### src/rtl/fifo_pkg.sv
`default_nettype none
// ----------------------------------------------------------------------------
// fifo_pkg : shared FIFO types and Gray-code helpers        rev 1.1
// ----------------------------------------------------------------------------
package fifo_pkg;

  localparam int GRAY_MAX_W = 32;

  typedef struct packed {
    int unsigned data_w;
    int unsigned depth;
  } fifo_cfg_t;

  localparam fifo_cfg_t c_fifo_cfg_default = '{data_w: 32, depth: 32};

  // Callers zero-extend narrower vectors; leading zeros leave the low bits exact.
  function automatic logic [GRAY_MAX_W-1:0] bin2gray(input logic [GRAY_MAX_W-1:0] bin);
    return bin ^ (bin >> 1);
  endfunction

  function automatic logic [GRAY_MAX_W-1:0] gray2bin(input logic [GRAY_MAX_W-1:0] gray);
    logic [GRAY_MAX_W-1:0] bin;
    bin[GRAY_MAX_W-1] = gray[GRAY_MAX_W-1];
    for (int i = GRAY_MAX_W - 2; i >= 0; i--) begin
      bin[i] = bin[i+1] ^ gray[i];
    end
    return bin;
  endfunction

endpackage
`default_nettype wire

### src/rtl/fifo_gray2bin.sv
`default_nettype none
// ----------------------------------------------------------------------------
// fifo_gray2bin : combinational Gray-to-binary pointer decode  rev 1.1
// ----------------------------------------------------------------------------
module fifo_gray2bin
  import fifo_pkg::*;
#(
  parameter int PTR_W = 6
) (
  input  logic [PTR_W-1:0] gray,
  output logic [PTR_W-1:0] bin
);

  for (genvar i = 0; i < PTR_W; i++) begin : g_bit
    assign bin[i] = ^gray[PTR_W-1:i];
  end

endmodule
`default_nettype wire

### src/rtl/fifo_wr_ctrl.sv
`default_nettype none
// ----------------------------------------------------------------------------
// fifo_wr_ctrl : async FIFO write-domain pointer, flag and RAM-port control
// rev 1.1
// ----------------------------------------------------------------------------
module fifo_wr_ctrl
  import fifo_pkg::*;
#(
  parameter  int DATA_W = 32,
  parameter  int DEPTH  = 32,
  localparam int ADDR_W = $clog2(DEPTH),
  localparam int PTR_W  = ADDR_W + 1
) (
  input  logic              wclk,
  input  logic              hw_rst_n,
  input  logic              sw_rst,
  input  logic              write_enable,
  input  logic [DATA_W-1:0] wdata,
  input  logic [ADDR_W-1:0] afull_value,
  input  logic              ovf_clr,
  input  logic [PTR_W-1:0]  rptr_gray_sync,
  output logic              mem_we,
  output logic [ADDR_W-1:0] mem_waddr,
  output logic [DATA_W-1:0] mem_wdata,
  output logic [PTR_W-1:0]  wptr_gray,
  output logic              wfull,
  output logic              wr_almost_ful,
  output logic              overflow,
  output logic [PTR_W-1:0]  fifo_write_count,
  output logic [PTR_W-1:0]  wr_level
);

  logic [PTR_W-1:0] r_wbin;
  logic [PTR_W-1:0] r_wgray;
  logic [PTR_W-1:0] r_level;
  logic [PTR_W-1:0] r_count;
  logic             r_wfull;
  logic             r_afull;
  logic             r_ovf;

  logic             w_push;
  logic [PTR_W-1:0] w_push_ext;
  logic [PTR_W-1:0] w_wbin_nxt;
  logic [PTR_W-1:0] w_wgray_nxt;
  logic [PTR_W-1:0] w_rbin;
  logic [PTR_W-1:0] w_level_nxt;
  logic [PTR_W-1:0] w_rgray_full;
  logic             w_full_nxt;
  logic             w_afull_nxt;

  fifo_gray2bin #(.PTR_W(PTR_W)) u_rptr_dec (
    .gray (rptr_gray_sync),
    .bin  (w_rbin)
  );

  // hw_rst_n keeps the strobe low for the whole time the block is held in reset.
  assign w_push     = write_enable & ~r_wfull & ~sw_rst & hw_rst_n;
  assign w_push_ext = {{(PTR_W-1){1'b0}}, w_push};

  assign w_wbin_nxt  = r_wbin + w_push_ext;
  assign w_wgray_nxt = PTR_W'(bin2gray(GRAY_MAX_W'(w_wbin_nxt)));
  assign w_level_nxt = w_wbin_nxt - w_rbin;

  // Full when the write pointer is one lap ahead: top two Gray bits inverted, rest equal.
  assign w_rgray_full = {~rptr_gray_sync[PTR_W-1:PTR_W-2], rptr_gray_sync[PTR_W-3:0]};
  assign w_full_nxt   = (w_wgray_nxt == w_rgray_full);
  assign w_afull_nxt  = (afull_value != '0) && (w_level_nxt >= {1'b0, afull_value});

  always_ff @(posedge wclk or negedge hw_rst_n) begin
    if (!hw_rst_n) begin
      r_wbin  <= '0;
      r_wgray <= '0;
      r_level <= '0;
      r_count <= '0;
      r_wfull <= 1'b0;
      r_afull <= 1'b0;
      r_ovf   <= 1'b0;
    end else if (sw_rst) begin
      r_wbin  <= '0;
      r_wgray <= '0;
      r_level <= '0;
      r_count <= '0;
      r_wfull <= 1'b0;
      r_afull <= 1'b0;
      r_ovf   <= 1'b0;
    end else begin
      r_wbin  <= w_wbin_nxt;
      r_wgray <= w_wgray_nxt;
      r_level <= w_level_nxt;
      r_count <= r_count + w_push_ext;
      r_wfull <= w_full_nxt;
      r_afull <= w_afull_nxt;
      // A dropped write outranks a same-cycle clear so the event is never lost.
      if (write_enable && r_wfull) begin
        r_ovf <= 1'b1;
      end else if (ovf_clr) begin
        r_ovf <= 1'b0;
      end
    end
  end

  assign mem_we           = w_push;
  assign mem_waddr        = r_wbin[ADDR_W-1:0];
  assign mem_wdata        = wdata;
  assign wptr_gray        = r_wgray;
  assign wfull            = r_wfull;
  assign wr_almost_ful    = r_afull;
  assign overflow         = r_ovf;
  assign fifo_write_count = r_count;
  assign wr_level         = r_level;

endmodule
`default_nettype wire

### config.mk
export PLATFORM = sky130hd
export DESIGN_NAME = fifo_wr_ctrl
export DESIGN_NICKNAME = d
export VERILOG_FILES = /design/src/rtl/fifo_pkg.sv /design/src/rtl/fifo_gray2bin.sv /design/src/rtl/fifo_wr_ctrl.sv
export SDC_FILE = /design/constraint.sdc
export NUM_CORES = 1
export LEC_CHECK = 0
export ABC_CLOCK_PERIOD_IN_PS = 7950
export BUFFER_PORTS_ARGS = -buffer_cell sky130_fd_sc_hd__buf_2
export CELL_PAD_IN_SITES_DETAIL_PLACEMENT = 1
export CELL_PAD_IN_SITES_GLOBAL_PLACEMENT = 1
export CORE_MARGIN = 4
export CORE_UTILIZATION = 34
export CTS_CLUSTER_SIZE = 25
export DETAILED_ROUTE_END_ITERATION = 16
export PLACE_DENSITY = 0.83
export SYNTH_ARGS = -nofsm -noshare
export SYNTH_HDL_FRONTEND = slang
export SYNTH_SLANG_ARGS = --single-unit
### constraint.sdc
create_clock -name wclk -period 7.95 [get_ports wclk]
set_clock_uncertainty 0.15 [all_clocks]
set_input_delay 0.795 -clock wclk [delete_from_list [all_inputs] [get_ports wclk]]
set_output_delay 0.795 -clock wclk [all_outputs]
set_load 0.05 [all_outputs]
After elaboration in Yosys (flattened, before gate mapping)
Index checks and enable logic that the tools add are counted.
{"block": "op_classes", "add_sub_neg": 3, "order_cmp": 1, "n_eq_ne": 1, "n_mux": 9, "bitwise_logic": 7, "n_reduce_logical": 9}
{"operator": "$mux 6", "n": 4}
{"operator": "$add 6x1->6", "n": 2}
{"operator": "$eq 6x6->1", "n": 1}
{"operator": "$ge 6x5->1", "n": 1}
{"operator": "$reduce_xor 6->1", "n": 1}
{"operator": "$sub 6x6->6", "n": 1}
{"operator": "$xor 6x5->6", "n": 1}
{"operator": "$mux 1", "n": 5}
{"operator": "$reduce_bool 5->1", "n": 1}
{"operator": "$reduce_xor 5->1", "n": 1}
{"operator": "$reduce_xor 4->1", "n": 1}
{"operator": "$and 1x1->1", "n": 3}
{"operator": "$reduce_bool 3->1", "n": 1}
{"operator": "$reduce_xor 3->1", "n": 1}
{"operator": "$logic_and 1x1->1", "n": 2}
{"operator": "$not 1->1", "n": 2}
{"operator": "$not 2->2", "n": 1}
{"operator": "$reduce_xor 2->1", "n": 1}
{"block": "totals", "reg_bits": 27, "word_cells": 37}

Logic depth before layout (Yosys ltp)
{"block": "logic_depth", "depth_word": 9, "ltp_mapped": 16, "mapped_depth_nobuf": 16}

Cells and area by module
A second synthesis with hierarchy kept.
{"block": "hier_totals", "cells_unflattened": 189, "hier_area_um2": 1908.1}
{"mod": "fifo_wr_ctrl", "instances": 1, "cells_per_inst": 182, "area_per_inst_um2": 1799.2}
{"mod": "fifo_gray2bin", "instances": 1, "cells_per_inst": 7, "area_per_inst_um2": 108.9}

Worst setup path after synthesis
No wires, ideal clock.
{"block": "synth_timing", "path_type": "input-to-reg", "from": "in sw_rst", "to": "reg r_afull (netlist: wr_almost_ful)", "setup_time_ps": 143, "arrival_ps": 5096, "required_ps": 7657, "path_slack_ps": 2561, "cell_stages": 16, "path_cell_list": "clkbuf_1 -> nor4bb_1 -> ha_1 -> buf_2 -> nand2_1 -> xor2_1 -> inv_1 -> ha_1 -> a21o_1 -> a21oi_1 -> xnor2_1 -> ha_1 -> nand2_1 -> a21oi_1 -> a211oi_1 -> a221oi_1"}
{"block": "synth_via", "elab_chain_len": 8}
{"item": "from (decl)", "line": "fifo_wr_ctrl.sv:16", "text": "input logic sw_rst,"}
{"item": "$not 1->1", "line": "fifo_wr_ctrl.sv:57", "text": "assign w_push = write_enable & ~r_wfull & ~sw_rst & hw_rst_n;"}
{"item": "$and 1x1->1 (2 in a row)", "line": "fifo_wr_ctrl.sv:57"}
{"item": "net mem_we", "line": "fifo_wr_ctrl.sv:22", "text": "output logic mem_we,"}
{"item": "$add 6x1->6", "line": "fifo_wr_ctrl.sv:60", "text": "assign w_wbin_nxt = r_wbin + w_push_ext;"}
{"item": "$sub 6x6->6", "line": "fifo_wr_ctrl.sv:62", "text": "assign w_level_nxt = w_wbin_nxt - w_rbin;"}
{"item": "$ge 6x5->1", "line": "fifo_wr_ctrl.sv:67", "text": "assign w_afull_nxt = (afull_value != '0) && (w_level_nxt >= {1'b0, afull_value});"}
{"item": "$logic_and 1x1->1", "line": "fifo_wr_ctrl.sv:67"}
{"item": "$mux 1", "line": "fifo_wr_ctrl.sv:78", "text": "end else if (sw_rst) begin"}
{"item": "to (signal assigned)", "line": "fifo_wr_ctrl.sv:92", "text": "r_afull <= w_afull_nxt;"}
{"item": "to (decl)", "line": "fifo_wr_ctrl.sv:38", "text": "logic r_afull;"}
The timed path passes the listed nets, and every way through them passes these cells.
A chain may end at the register's enable or synchronous reset.

Worst setup path in the final report
{"block": "layout_timing", "from": "in hw_rst_n", "to": "reg r_afull (netlist: wr_almost_ful)"}
{"block": "layout_via", "elab_chain_len": 6}
{"item": "from (decl)", "line": "fifo_wr_ctrl.sv:15", "text": "input logic hw_rst_n,"}
{"item": "$and 1x1->1", "line": "fifo_wr_ctrl.sv:57"}
{"item": "$add 6x1->6", "line": "fifo_wr_ctrl.sv:60"}
{"item": "$sub 6x6->6", "line": "fifo_wr_ctrl.sv:62"}
{"item": "$ge 6x5->1", "line": "fifo_wr_ctrl.sv:67"}
{"item": "$logic_and 1x1->1", "line": "fifo_wr_ctrl.sv:67"}
{"item": "$mux 1", "line": "fifo_wr_ctrl.sv:78"}
Every way passes these cells.

==> results_dict.tcl <==
set metrics [dict create \
    run_status "finished clean" \
    cts_tree "done" \
    core-area_sq_um 5200 \
    critPathCaptureType "flip-flop" \
    ir_drop_mv 0.0604 \
    syn_inst 190 \
    dieWidth_microns 82 \
    cts.sinks 26 \
    crit_path_top_delay_cell "nor4bb_1" \
    place_area_sq_um 1880 \
    path_max_fanout 27 \
    finalHoldViolCount 0 \
    max_freq_mhz 216 \
    syn_area_per_cell_sq_um 9.80 \
    grt_setup_unrepaired "false" \
    min_period_ns 4.63 \
    portBuffers 42 \
    crit_chain "buf_2 -> nor4bb_1 -> ha_1 -> nand2_1 -> xor2_1 -> inv_1 -> ha_1 -> a21o_1 -> a21oi_1 -> xnor2_1 -> ha_1 -> nand2_1 -> a21oi_1 -> a211oi_1 -> a221oi_1" \
    drt_iter0_drc 59 \
    final_cell_area_sq_um 1950 \
    min_path_type "in2async" \
    final_cell_mix "buf_2 (42), dfrtp_1 (26), nor2_1 (18)" \
    first_pass_iters 4 \
    fin_nets 260 \
    place_inst 262 \
    initial_utilization 0.358 \
    grt-ovfl-total 0 \
    fin_setup_tns_ns 0 \
    rrSetupSlack_ns 3.93 \
    crit_end "wr_almost_ful" \
    place_congestion 0.777 \
    cts_buffers 3 \
    dr_total_vias 1244 \
    final_common_cell "buf_2" \
    critical_path_arrival_ns 4.61 \
    antenna_cells 0 \
    path_class "in2reg" \
    path_clk_slew_ns 0.09 \
    cts_root_buf "clkbuf_8" \
    hpwl_microns 2990 \
    drv_slew 0 \
    yosysWarnings 0 \
    antenna_found_initial 0 \
    crit_start "hw_rst_n" \
    holdBufCountCts 0 \
    syn_nets 253 \
    start_kind "input pin" \
    cap_violations 0 \
    drive_gt1_frac 0.276 \
    cp.required_ns 7.93 \
    h-tree-depth 1 \
    maxSlewHeadroom 0.442 \
    drc 0 \
    path_depth 15 \
    die_y_microns 82 \
    cts-resized-gates 0 \
    layout_worst_path_cycle_share 0.582 \
    synth_cell_type_count 38 \
    grt_pass1_wl_microns 6310 \
    seq_area_frac_synth 0.349 \
    reg2reg_to "wr_almost_ful" \
    rr_worst_depth 14 \
    groute.usage.overall 0.120 \
    drtAntennaViolNets 0 \
    wl_microns 3780 \
    num_rows 26 \
    tightest_slew_ns 0.826 \
    cp_num_buf_inv 2 \
    power_mw 0.372 \
    rr_startpoint "wfull" \
    critical-path-top-delay-family "adder cells" \
    dieArea_sq_um 6720 \
    post_cts_buffers 0 \
    final_cell_count_no_fill 266 \
    viasPerCell 4.68 \
    syn2layout_area_growth_pct 4.57 \
    insertion_delay_ns 0.27 \
    grt_pass1_vias 1367 \
    mappedNetlistArea_sq_um 1860 \
    setup_violations 0 \
    grt_max_degree 28 \
    slowest_delay_ns 0.73 \
    pin_count 107 \
    whs_ns 0.366 \
    clockBufferDepth 2 \
    leakagePower_nw 1.05 \
    routedWlPerCell_microns 14.2 \
    fillers 621 \
    power.density_nw_per_um2 191 \
    synth.ff_latch_count 26 \
    crit_top_cell "ha_1" \
]
==> report_power, final <==
part | leakage (nW) | switching [mW] | total (mW) | internal, mW
clock | 0.0357 | 0.0416 | 0.109 | 0.0674
combinational | 0.661 | 0.0783 | 0.119 | 0.0412
sequential | 0.354 | 0.00284 | 0.143 | 0.140
total | 1.05 | 0.123 | 0.372 | 0.249
==> routing by layer <==
metal | part of all wire | track usage
met5 | 0 | 0
met2 | 0.49 | 0.209
met4 | 0.027 | 0.0598
met1 | 0.42 | 0.141
met3 | 0.066 | 0.0186
==> how the worst min path moves through the flow <==
stage                           to  slack, ns  cells past startpoint
2_1_floorplan  fifo_write_count[0]       0.35                      0
4_1_cts                      wfull       0.38                      1
5_1_grt        fifo_write_count[3]       0.40                      1
3_5_place_dp              overflow       0.38                      2
6_report       fifo_write_count[3]       0.37                      1
3_3_place_gp   fifo_write_count[5]       0.37                      2
==> flip-flops by register name, indices dropped and copies added, names as in the netlist <==
register and flops:
wr_almost_ful 1, fifo_write_count 6, wptr_gray 5, wfull 1
overflow 1, r_wbin 6, wr_level 6
==> Yosys cell counts (all sizes together) <==
| cell | number | area [sq um] |
|---|---|---|
| inv | 11 | 41.3 |
| and3b | 1 | 8.76 |
| a21oi | 7 | 35.0 |
| clkbuf | 4 | 16.3 |
| a21o | 1 | 7.51 |
| xnor2 | 15 | 146 |
| ha | 14 | 175 |
| a311oi | 1 | 8.76 |
| nor4bb | 1 | 10.0 |
| nand3 | 4 | 20.0 |
| nor2 | 18 | 67.6 |
| xor2 | 13 | 114 |
| nand2b | 3 | 18.8 |
| or4b | 1 | 10.0 |
| o21ai | 1 | 5.00 |
| nor2b | 9 | 56.3 |
| o21a | 1 | 7.51 |
| and2 | 1 | 8.76 |
| xor3 | 1 | 23.8 |
| a211oi | 1 | 7.51 |
| buf | 36 | 268 |
| a221oi | 1 | 8.76 |
| dfrtp | 26 | 651 |
| nor4 | 1 | 12.5 |
| o31a | 1 | 8.76 |
| nand4 | 3 | 33.8 |
| or3b | 1 | 8.76 |
| o22ai | 1 | 6.26 |
| nand2 | 7 | 26.3 |
| a21bo | 1 | 10.0 |
| nand4b | 1 | 8.76 |
| nor3 | 1 | 5.00 |
| or2 | 1 | 6.26 |
| fa | 1 | 20.0 |
==> final cells by class <==
cell class                 count  area (sq um)  share of cell area
clock buffer                   3          41.3              0.0212
clock inverter                 1          30.0              0.0154
inverter                      11          41.3              0.0212
multi-input combinational    113           886               0.455
sequential                    26           651               0.334
tap                           70          87.6              0.0450
timing repair buffer          42           210               0.108
==> through the flow <==
| stage | utilization | setup WS (ns) |
|---|---|---|
| after floorplan | - | 2.56 |
| after global placement | 0.360 | 3.44 |
| after detailed placement | 0.360 | 3.06 |
| after CTS | 0.374 | 3.27 |
| after global routing | 0.374 | 2.84 |
| final | 0.374 | 3.32 |
==> worst register-to-register path, cell delays in order, from the launching register on <==
cell      delay, ns
dfrtp_1        0.41
nor4bb_1       0.73
ha_1           0.50
nand2_1        0.13
xor2_1         0.28
inv_1          0.08
ha_1           0.36
a21o_1         0.19
a21oi_1        0.18
xnor2_1        0.17
ha_1           0.28
nand2_1        0.06
a21oi_1        0.04
a211oi_1       0.21
a221oi_1       0.11
==> cell families (layout without fill, tap and decap cells) <==
logic type,Yosys count,count (layout),synth area share
AOI/OAI and AO/OA,16,16,0.0565
xor gates and xnor gates,29,29,0.153
adders and majority gates,15,15,0.105
buffers and inverters,51,57,0.175
DFF,26,26,0.349
and+or+nand+nor,53,53,0.162
Power figures use the tool's default switching activity.
